$ cat config.mk
export PLATFORM = sky130hd
export DESIGN_NAME = seg14_scroll_mux
export DESIGN_NICKNAME = d
export VERILOG_FILES = /design/src/rtl/seg14_pkg.sv /design/src/rtl/seg14_font.sv /design/src/rtl/seg14_scroll_mux.sv
export SDC_FILE = /design/constraint.sdc
export NUM_CORES = 1
export LEC_CHECK = 0
export BUFFER_PORTS_ARGS = -buffer_cell sky130_fd_sc_hd__buf_2
export CAP_MARGIN = 40
export CORE_MARGIN = 4
export CORE_UTILIZATION = 45
export DETAILED_ROUTE_END_ITERATION = 10
export PLACE_DENSITY = 0.66
export SETUP_SLACK_MARGIN = 0.1
export SLEW_MARGIN = 5
export SYNTH_ARGS = -nofsm -noshare
export SYNTH_HDL_FRONTEND = slang
export SYNTH_SLANG_ARGS = --single-unit
export TNS_END_PERCENT = 1
$ cat constraint.sdc
create_clock -name clk -period 9.6 [get_ports clk]
set_input_delay 0 -clock clk [delete_from_list [all_inputs] [get_ports clk]]
set_output_delay 0 -clock clk [all_outputs]
set_load 0.1 [all_outputs]
$ cat src/rtl/seg14_pkg.sv
// Character codes and the 14-segment font table shared by the display mux.
// Bit 13 = segment a, then b,c,d,e,f,g1,g2,h,i,j,k,l,m down to bit 0.
package seg14_pkg;

  localparam logic [5:0] CH_A = 6'd0,  CH_B = 6'd1,  CH_C = 6'd2,  CH_D = 6'd3,
                         CH_E = 6'd4,  CH_F = 6'd5,  CH_G = 6'd6,  CH_H = 6'd7,
                         CH_I = 6'd8,  CH_J = 6'd9,  CH_K = 6'd10, CH_L = 6'd11,
                         CH_M = 6'd12, CH_N = 6'd13, CH_O = 6'd14, CH_P = 6'd15,
                         CH_Q = 6'd16, CH_R = 6'd17, CH_S = 6'd18, CH_T = 6'd19,
                         CH_U = 6'd20, CH_V = 6'd21, CH_W = 6'd22, CH_X = 6'd23,
                         CH_Y = 6'd24, CH_Z = 6'd25;
  localparam logic [5:0] CH_0 = 6'd26, CH_1 = 6'd27, CH_2 = 6'd28, CH_3 = 6'd29,
                         CH_4 = 6'd30, CH_5 = 6'd31, CH_6 = 6'd32, CH_7 = 6'd33,
                         CH_8 = 6'd34, CH_9 = 6'd35;
  localparam logic [5:0] CH_SPACE = 6'd36, CH_NTILDE = 6'd37;

  // Codes without an entry (space and 38..63) fall to the dark default.
  localparam logic [13:0] FONT_TAB [64] = '{
    CH_A: 14'b11101111000000, CH_B: 14'b11110001010010, CH_C: 14'b10011100000000,
    CH_D: 14'b11110000010010, CH_E: 14'b10011110000000, CH_F: 14'b10001110000000,
    CH_G: 14'b10111101000000, CH_H: 14'b01101111000000, CH_I: 14'b10010000010010,
    CH_J: 14'b01111000000000, CH_K: 14'b00001110001100, CH_L: 14'b00011100000000,
    CH_M: 14'b01101100101000, CH_N: 14'b01101100100100, CH_O: 14'b11111100000000,
    CH_P: 14'b11001111000000, CH_Q: 14'b11111100000100, CH_R: 14'b11001111000100,
    CH_S: 14'b10110111000000, CH_T: 14'b10000000010010, CH_U: 14'b01111100000000,
    CH_V: 14'b00001100001001, CH_W: 14'b01101100000101, CH_X: 14'b00000000101101,
    CH_Y: 14'b00000000101010, CH_Z: 14'b10010000001001,
    CH_0: 14'b11111100001001, CH_1: 14'b01100000001000, CH_2: 14'b11011011000000,
    CH_3: 14'b11110001000000, CH_4: 14'b01100111000000, CH_5: 14'b10110111000000,
    CH_6: 14'b10111111000000, CH_7: 14'b11100000000000, CH_8: 14'b11111111000000,
    CH_9: 14'b11110111000000, CH_NTILDE: 14'b10101011000000,
    default: 14'b0
  };

endpackage

$ cat src/rtl/seg14_font.sv
// Combinational character-code to 14-segment pattern decode.
module seg14_font
  import seg14_pkg::*;
(
  input  logic [5:0]  code,
  output logic [13:0] pattern
);

  assign pattern = FONT_TAB[code];

endmodule

$ cat src/rtl/seg14_scroll_mux.sv
// Multiplexed 14-segment scroller: message buffer, digit scan, frame-aligned scroll.
// Pins lag the digit index by one cycle; length/offset only change at frame boundaries.
module seg14_scroll_mux
  import seg14_pkg::*;
#(
  parameter int N_DIGITS   = 12,
  parameter int MSG_LEN    = 32,
  parameter int PRESCALE   = 1,
  parameter int SCROLL_DIV = 64
) (
  input  logic                         clk,
  input  logic                         rst,
  input  logic                         wr_en,
  input  logic [$clog2(MSG_LEN)-1:0]   wr_addr,
  input  logic [5:0]                   wr_data,
  input  logic [$clog2(MSG_LEN):0]     cfg_len,
  input  logic                         scroll_en,
  input  logic                         blank,
  output logic [N_DIGITS-1:0]          sel,
  output logic [13:0]                  segm,
  output logic                         frame_done
);

  localparam int AW = $clog2(MSG_LEN);
  localparam int LW = AW + 1;
  localparam int DW = $clog2(N_DIGITS);
  localparam int PW = (PRESCALE > 1) ? $clog2(PRESCALE) : 1;
  localparam int FW = (SCROLL_DIV > 1) ? $clog2(SCROLL_DIV) : 1;

  logic [5:0]    msg_mem [MSG_LEN];
  logic [PW-1:0] pcnt;
  logic [DW-1:0] d;
  logic [AW-1:0] ptr, offset, off_inc, off_next, ptr_inc;
  logic [FW-1:0] fcnt;
  logic [LW-1:0] len_r;
  logic          tick, wrap, show_space;
  logic [5:0]    code;
  logic [13:0]   glyph;
  logic [N_DIGITS-1:0] sel_oh;

  assign tick = (pcnt == PW'(PRESCALE - 1));
  assign wrap = tick && (d == DW'(N_DIGITS - 1));

  // ptr tracks (offset + d) mod len incrementally, so no divider is needed.
  always_comb begin
    off_inc = offset;
    if (fcnt == FW'(SCROLL_DIV - 1) && len_r != '0)
      off_inc = (({1'b0, offset} + LW'(1)) == len_r) ? '0 : offset + AW'(1);
    off_next = scroll_en ? off_inc : '0;
    if (cfg_len <= {1'b0, off_next})
      off_next = '0;
    ptr_inc = (({1'b0, ptr} + LW'(1)) >= len_r) ? '0 : ptr + AW'(1);
  end

  always_comb begin
    show_space = (len_r == '0) || (!scroll_en && (LW'(d) >= len_r));
    code       = show_space ? CH_SPACE : msg_mem[ptr];
    sel_oh     = '0;
    sel_oh[d]  = 1'b1;
  end

  seg14_font u_font (
    .code    (code),
    .pattern (glyph)
  );

  always_ff @(posedge clk) begin
    if (rst) begin
      pcnt       <= '0;
      d          <= '0;
      ptr        <= '0;
      offset     <= '0;
      fcnt       <= '0;
      len_r      <= cfg_len;
      sel        <= '0;
      segm       <= '0;
      frame_done <= 1'b0;
      for (int i = 0; i < MSG_LEN; i++)
        msg_mem[i] <= CH_SPACE;
    end else begin
      if (wr_en)
        msg_mem[wr_addr] <= wr_data;
      pcnt       <= tick ? '0 : pcnt + PW'(1);
      frame_done <= wrap;
      if (tick) begin
        if (wrap) begin
          d      <= '0;
          ptr    <= off_next;
          offset <= off_next;
          len_r  <= cfg_len;
          if (!scroll_en || fcnt == FW'(SCROLL_DIV - 1))
            fcnt <= '0;
          else
            fcnt <= fcnt + FW'(1);
        end else begin
          d   <= d + DW'(1);
          ptr <= ptr_inc;
        end
      end
      sel  <= blank ? '0 : sel_oh;
      segm <= blank ? '0 : glyph;
    end
  end

endmodule

==> metrics.txt, run 1 <==
outcome=finished, final reports clean; Max Fclk=0.255 GHz; PortBufs=48; Worst Setup Start Kind=flop; Psw=0.685 mW; layout cells sized above 1=17.3%; mapped cell area=12400 µm²; xor/xnor share of the synthesized area=1.27%; n_diodes=0; total negative setup slack=0 ns; pre-CTS setup slack=5.70 ns; final wirelength=28400 µm; gr ovfl total=0; syn avg cell area=12.5 µm²; largest family of logic cells by synthesized area=simple AND/OR/NAND/NOR gates; Final setup viols=0; Comb power frac=14.9%; Tot Pwr=2.60 mW; Post-synth EDFFs=198; full die area=30300 µm²; Std-Cell Rows=60; FF+latch count, synth=251; register area=7010 µm²; Worst Clk Skew=0.0164 ns; commonest non-fill, non-tap cell in the layout=edfxtp_1; Hold Startpoint=wr_addr[1]; final hold slack=0.108 ns; Die W=174 µm; adder-cell share of the synthesized area=3.23%; vias=7985; detailed router's first-iteration violation count=796; Synth area leaders=edfxtp_1 (48%), mux4_2 (9.1%), dfxtp_1 (8.6%); Slew Viols, Final=0; global-route wire length before repair=45000 µm; total setup buffers inserted after CTS=0; r2r endpoint=segm[9]$_SDFF_PP0_; critical path endpoint category=flop; largest net degree at the start of global routing=37; WS Path Type=reg2reg; setup ws final=5.67 ns; Synth Instances=991; initial antenna violation count=0; Worst-path clk slew=0.06 ns; post-route ant nets=0; DRT Pass-1 Iters=5; share of power burned in registers=48.2%; vias per inst=5.72; # fillers=2361; Compound-Gate Fraction of Synth Area=8.29%; fin nets=1089; worst reg2reg path depth=11; PwrDens=188 nW/µm²; Hold EP=msg_mem[30][2]$_SDFFCE_PN1P_; Final Wtd Congestion=0.854; wire per inst=20.3 µm; max_cap viols=0; clk_lat worst skew=0.54 ns; worst min-delay path category=in2reg; HPWL after DPL=19100 µm; Synth Area in Simple Gates=17.7%; mux share of post-synthesis cell area=9.54%; clk sink count=251; Top FF cell, synth=edfxtp_1; slew margin rel.=37.7%; cts bufs inserted=27; DRC=0; Core Region=27000 µm²; Crit Path Max Fanout=35; crit share post-route=40.9%; Syn Nets=1045; Leak=4.95 nW; io pins=49; Yosys top cell area share=48.0%; VDD IR-drop max=0.124 mV; YS warnings=0; worst path required time=10.04 ns; final worst path period need=3.93 ns; commonest cells after routing, fill and taps aside=edfxtp_1 (198), and2_1 (143), nor2_1 (72); Post-CTS Hold Buffers=9; area leader, netlist=edfxtp_1; Sw Ratio=26.3%; CTS tree=yes; clock group share of total power=36.9%; WP data arrival=4.37 ns; Area Overhead vs Synth=11.7%; worst reg2reg setup slack=5.67 ns; Die H=174 µm; number of global-route vias before repair=7998; Seq/Total Area, Yosys=56.5%; Worst-Margin Slew=0.925 ns; # resized after CTS=0; clock root buffer=clkbuf_16; RSZ-0062 raised after global routing=false; count of distinct cell types in the synthesized netlist=72; Final Hold Viols=0; Clock Tree Buf Depth=3; Int Power=1.92 mW; initial core utilization=45.9%; FFs w/ async S/R, synth=0%; hold path depth=3; area of the multi-input gates=4960 µm²; gr usage total=18.6%; # H-tree levels=1
-- how the worst max path moves through the flow --
stage | endpoint | slack [ns] | depth (start not counted)
final | segm[9]$_SDFF_PP0_ | 5.67 | 11
after global placement | segm[9]$_SDFF_PP0_ | 5.68 | 11
after CTS | segm[9]$_SDFF_PP0_ | 5.67 | 11
after detailed placement | segm[9]$_SDFF_PP0_ | 5.70 | 11
after global routing | segm[9]$_SDFF_PP0_ | 5.38 | 11
after floorplan | segm[9]$_SDFF_PP0_ | 6.26 | 12
-- critical path, stage by stage, from the launching register on --
cell     delay, ns
dfxtp_4       0.52
buf_4         0.63
mux4_2        0.58
a22oi_1       0.21
nand2_1       0.14
a22o_1        0.45
inv_2         0.18
ha_1          0.22
inv_1         0.08
mux4_2        0.44
and2_1        0.17
o32ai_2       0.18
-- kinds of logic (layout without fill, tap and decap cells) --
kind of cell	after synthesis	after routing
multiplexers	54	54
XOR/XNOR	18	18
other	1	1
buffers and inverters	99	163
AO/OA/AOI/OAI	141	141
AND/OR/NAND/NOR	395	395
adder cells (fa/ha/maj)	32	32
flip-flops	251	251
-- synth_stat cells (all sizes together), types with 4 or more instances --
| library cell | count |
|---|---|
| o211a | 4 |
| dfxtp | 53 |
| edfxtp | 198 |
| nand3b | 5 |
| a211oi | 6 |
| buf | 19 |
| nor3 | 19 |
| inv | 25 |
| nor2b | 10 |
| ha | 32 |
| o31ai | 8 |
| a21oi | 12 |
| a21o | 7 |
| clkbuf | 52 |
| mux4 | 51 |
| nand2 | 35 |
| and2 | 144 |
| nor2 | 72 |
| nand2b | 7 |
| or3 | 68 |
| xnor2 | 11 |
| o21ai | 44 |
| nand3 | 19 |
| a22oi | 25 |
| o21a | 5 |
| xor2 | 7 |
-- cell type report --
| cell class | count | area share [%] |
|---|---|---|
| Sequential cell | 251 | 50.6 |
| Multi-Input combinational cell | 641 | 35.8 |
| Tap cell | 341 | 3.08 |
| Clock inverter | 9 | 0.343 |
| Clock buffer | 40 | 5.53 |
| Timing Repair Buffer | 86 | 3.78 |
| Inverter | 28 | 0.777 |
-- routing by layer --
| metal | wire, µm | GRT usage [%] | part of all wire [%] |
|---|---|---|---|
| met1 | 12200 | 25.5 | 43 |
| met2 | 13900 | 31.3 | 49 |
| met3 | 1620 | 2.96 | 5.7 |
| met4 | 736 | 4.82 | 2.6 |
| met5 | 0 | 0 | 0 |
-- through the flow --
step	instances	instance area (µm²)	utilization, %
2_1_floorplan	991	12400	-
3_3_place_gp	1318	12800	47.4
3_5_place_dp	1334	12900	47.8
4_1_cts	1392	13800	51.1
5_1_grt	1396	13800	51.2
6_report	1396	13800	51.2
-- registers in the layout, summed over array words and instances, names as in the netlist, named ones only --
name,cells
msg_mem,192
fcnt,6
ptr,5
d,4
pcnt,1
len_r,6
segm,14
frame_done,1
sel,12
offset,5
-- power by group through the flow --
stage               clock, mW  combinational, mW  sequential (mW)
detailed placement          0              0.382             1.28
global route             1.03              0.419             1.26
global placement            0              0.376             1.28
finish                  0.961              0.387             1.25
CTS                     0.979              0.385             1.25
floorplan                   0              0.251             1.31
Power figures use the tool's default switching activity.
==> run 2, diff against run 1 <==
--- a/config.mk
+++ b/config.mk
@@ -10,7 +10,7 @@
 export CORE_MARGIN = 4
 export CORE_UTILIZATION = 45
 export DETAILED_ROUTE_END_ITERATION = 10
-export PLACE_DENSITY = 0.66
+export PLACE_DENSITY = 0.68
 export SETUP_SLACK_MARGIN = 0.1
 export SLEW_MARGIN = 5
 export SYNTH_ARGS = -nofsm -noshare
==> constraint.sdc (replaced) <==
create_clock -name clk -period 3.2 [get_ports clk]
set_input_delay 0 -clock clk [delete_from_list [all_inputs] [get_ports clk]]
set_output_delay 0 -clock clk [all_outputs]
set_load 0.1 [all_outputs]
==> metrics.txt, run 2 (synthesis results as in run 1) <==
outcome=finished, final reports clean; Final setup viols=0 (unchanged); io pins=49 (unchanged); Most flops, register=msg_mem; fin util=54.1% (+2.8 points); clk sink count=251 (unchanged); slowest CP cell=edfxtp_1; vias per inst=5.65 (-1.3%); RSZ-0062 raised after global routing=true; Std-Cell Rows=60 (unchanged); commonest non-fill, non-tap cell in the layout=edfxtp_1; max_cap viols=0 (unchanged); CP top delay family=compound AO/OA/AOI/OAI gates; full die area=30300 µm² (unchanged); Worst Setup Start Kind=flop; initial antenna violation count=0 (unchanged); fin nets=1145 (+5.1%); final wirelength=28900 µm (+1.7%); n_diodes=0 (unchanged); Worst-path clk slew=0.06 ns (about the same); Die W=174 µm (unchanged); Slew Viols, Final=0 (unchanged); worst min-delay path category=in2reg; worst reg2reg setup slack=0.04 ns (-5.63 ns); worst path required time=3.63 ns (-6.41 ns); post-route ant nets=0 (unchanged); largest net degree at the start of global routing=37 (unchanged); Leak=5.29 nW (+6.9%); WP data arrival=3.59 ns (-0.78 ns); PwrDens=561 nW/µm² (+200%); PortBufs=48 (unchanged); Crit Path Max Fanout=7 (-80%); Max Fclk=0.317 GHz (+24%); # H-tree levels=1 (unchanged); WS Path Type=reg2reg; commonest cells after routing, fill and taps aside=edfxtp_1 (198), and2_1 (143), nor2_1 (71); Tot Pwr=8.20 mW (+220%); gr ovfl total=0 (unchanged); clk_lat worst skew=0.55 ns (about the same); Area Overhead vs Synth=17.9%; buffers and inverters on the worst path=0 (-3); wire per inst=19.9 µm (-2.3%); CTS tree=yes; critical path endpoint category=flop; final worst path period need=3.16 ns (-0.768 ns); detailed router's first-iteration violation count=811 (+1.9%); dpl cell area=13400 µm² (+3.5%); cts bufs inserted=27 (unchanged); placed cells=1379 (+3.4%); Clock Tree Buf Depth=3 (unchanged); final instance area=14600 µm² (+5.5%); slowest stage delay, CP=0.44 ns (-0.19 ns); DRT Pass-1 Iters=5 (unchanged); number of global-route vias before repair=8270 (+3.4%); crit-path cells=or3_1 -> a22oi_1 -> o2111a_2 -> nor3_1 -> o311ai_2 -> ha_1 -> o21a_1 -> o21ai_1 -> a21oi_1 -> o22a_1 -> o21ai_4 -> nor2_2 -> a32o_1; Core Region=27000 µm² (unchanged); largest registers=msg_mem: 192 flops, segm: 14 flops, sel: 12 flops; layout cells sized above 1=23.6% (+6.3 points); initial core utilization=45.9% (unchanged); final hold slack=0.0892 ns (-0.0184 ns); global-route wire length before repair=45800 µm (+1.8%); crit share post-route=98.7% (+58 points); Die H=174 µm (unchanged); Final Instance Count excl. Fillers=1453 (+4.1%); slew margin rel.=38.8% (+1.1 points); Worst-Margin Slew=0.909 ns (-0.0156 ns); gr usage total=18.9% (+0.28 points); HPWL after DPL=19300 µm (+1.4%); Final Hold Viols=0 (unchanged); Stages on worst setup path=13 (+2); worst reg2reg path depth=13 (+2); vias=8206 (+2.8%); max FFs per register=192 (unchanged); hold path depth=4 (+1); Worst Clk Skew=0.0116 ns (-0.00481 ns); DRC=0 (unchanged); Final Wtd Congestion=0.848 (-0.74%); VDD IR-drop max=0.455 mV (+270%); clock root buffer=clkbuf_16
[run 2: where the power goes]
group | leakage [nW] | switching, mW | internal (mW) | total [mW]
Sequential | 2.35 | 0.0651 | 3.68 | 3.74
Combinational | 2.50 | 0.784 | 0.496 | 1.28
Clock | 0.439 | 1.26 | 1.91 | 3.18
Total | 5.29 | 2.11 | 6.09 | 8.20
[run 2: per-layer routing]
metal | share of wire (%) | global-route usage (%)
met5 | 0 | 0
met4 | 2.9 | 5.25
met3 | 5.0 | 3.46
met2 | 48 | 31.1
met1 | 44 | 26.1
[run 2: worst paths after layout]
path / start / endpoint
max: len_r[3]$_DFFE_PP_ / offset[1]$_SDFFE_PP0P_
max reg2reg: len_r[3]$_DFFE_PP_ / offset[1]$_SDFFE_PP0P_
min: wr_addr[1] / msg_mem[27][2]$_SDFFCE_PN1P_
min reg2reg: fcnt[5]$_SDFFE_PP0P_ / fcnt[5]$_SDFFE_PP0P_
[run 2: worst reg2reg max path: stages, from the launching register on]
cell	delay [ns]
edfxtp_1	0.44
or3_1	0.37
a22oi_1	0.18
o2111a_2	0.34
nor3_1	0.08
o311ai_2	0.25
ha_1	0.29
o21a_1	0.11
o21ai_1	0.12
a21oi_1	0.07
o22a_1	0.19
o21ai_4	0.26
nor2_2	0.09
a32o_1	0.25
[run 2: what timing repair did]
item	CTS	global route
pin swaps	19	10
resized for setup	19	15
hold endpoints to repair	37	0
hold buffers	9	0
setup endpoints to repair	17	26
setup buffers	10	2
gates cloned	0	0
[run 2: cell type report]
cell class,instances,area (µm²)
Inverter,28,108
Timing Repair Buffer,142,1040
Clock buffer,37,723
Multi-Input combinational cell,641,5110
Fill cell,2267,12400
Clock inverter,13,180
Sequential cell,251,7020
Tap cell,341,427
[run 2: metrics by stage]
step	worst slack (ns)	TNS, ns
after global routing	-0.241	-1.99
after global placement	-0.0943	-0.298
final	0.0409	0
after CTS	0.0800	0
after detailed placement	-0.159	-0.881
after floorplan	0.0624	0
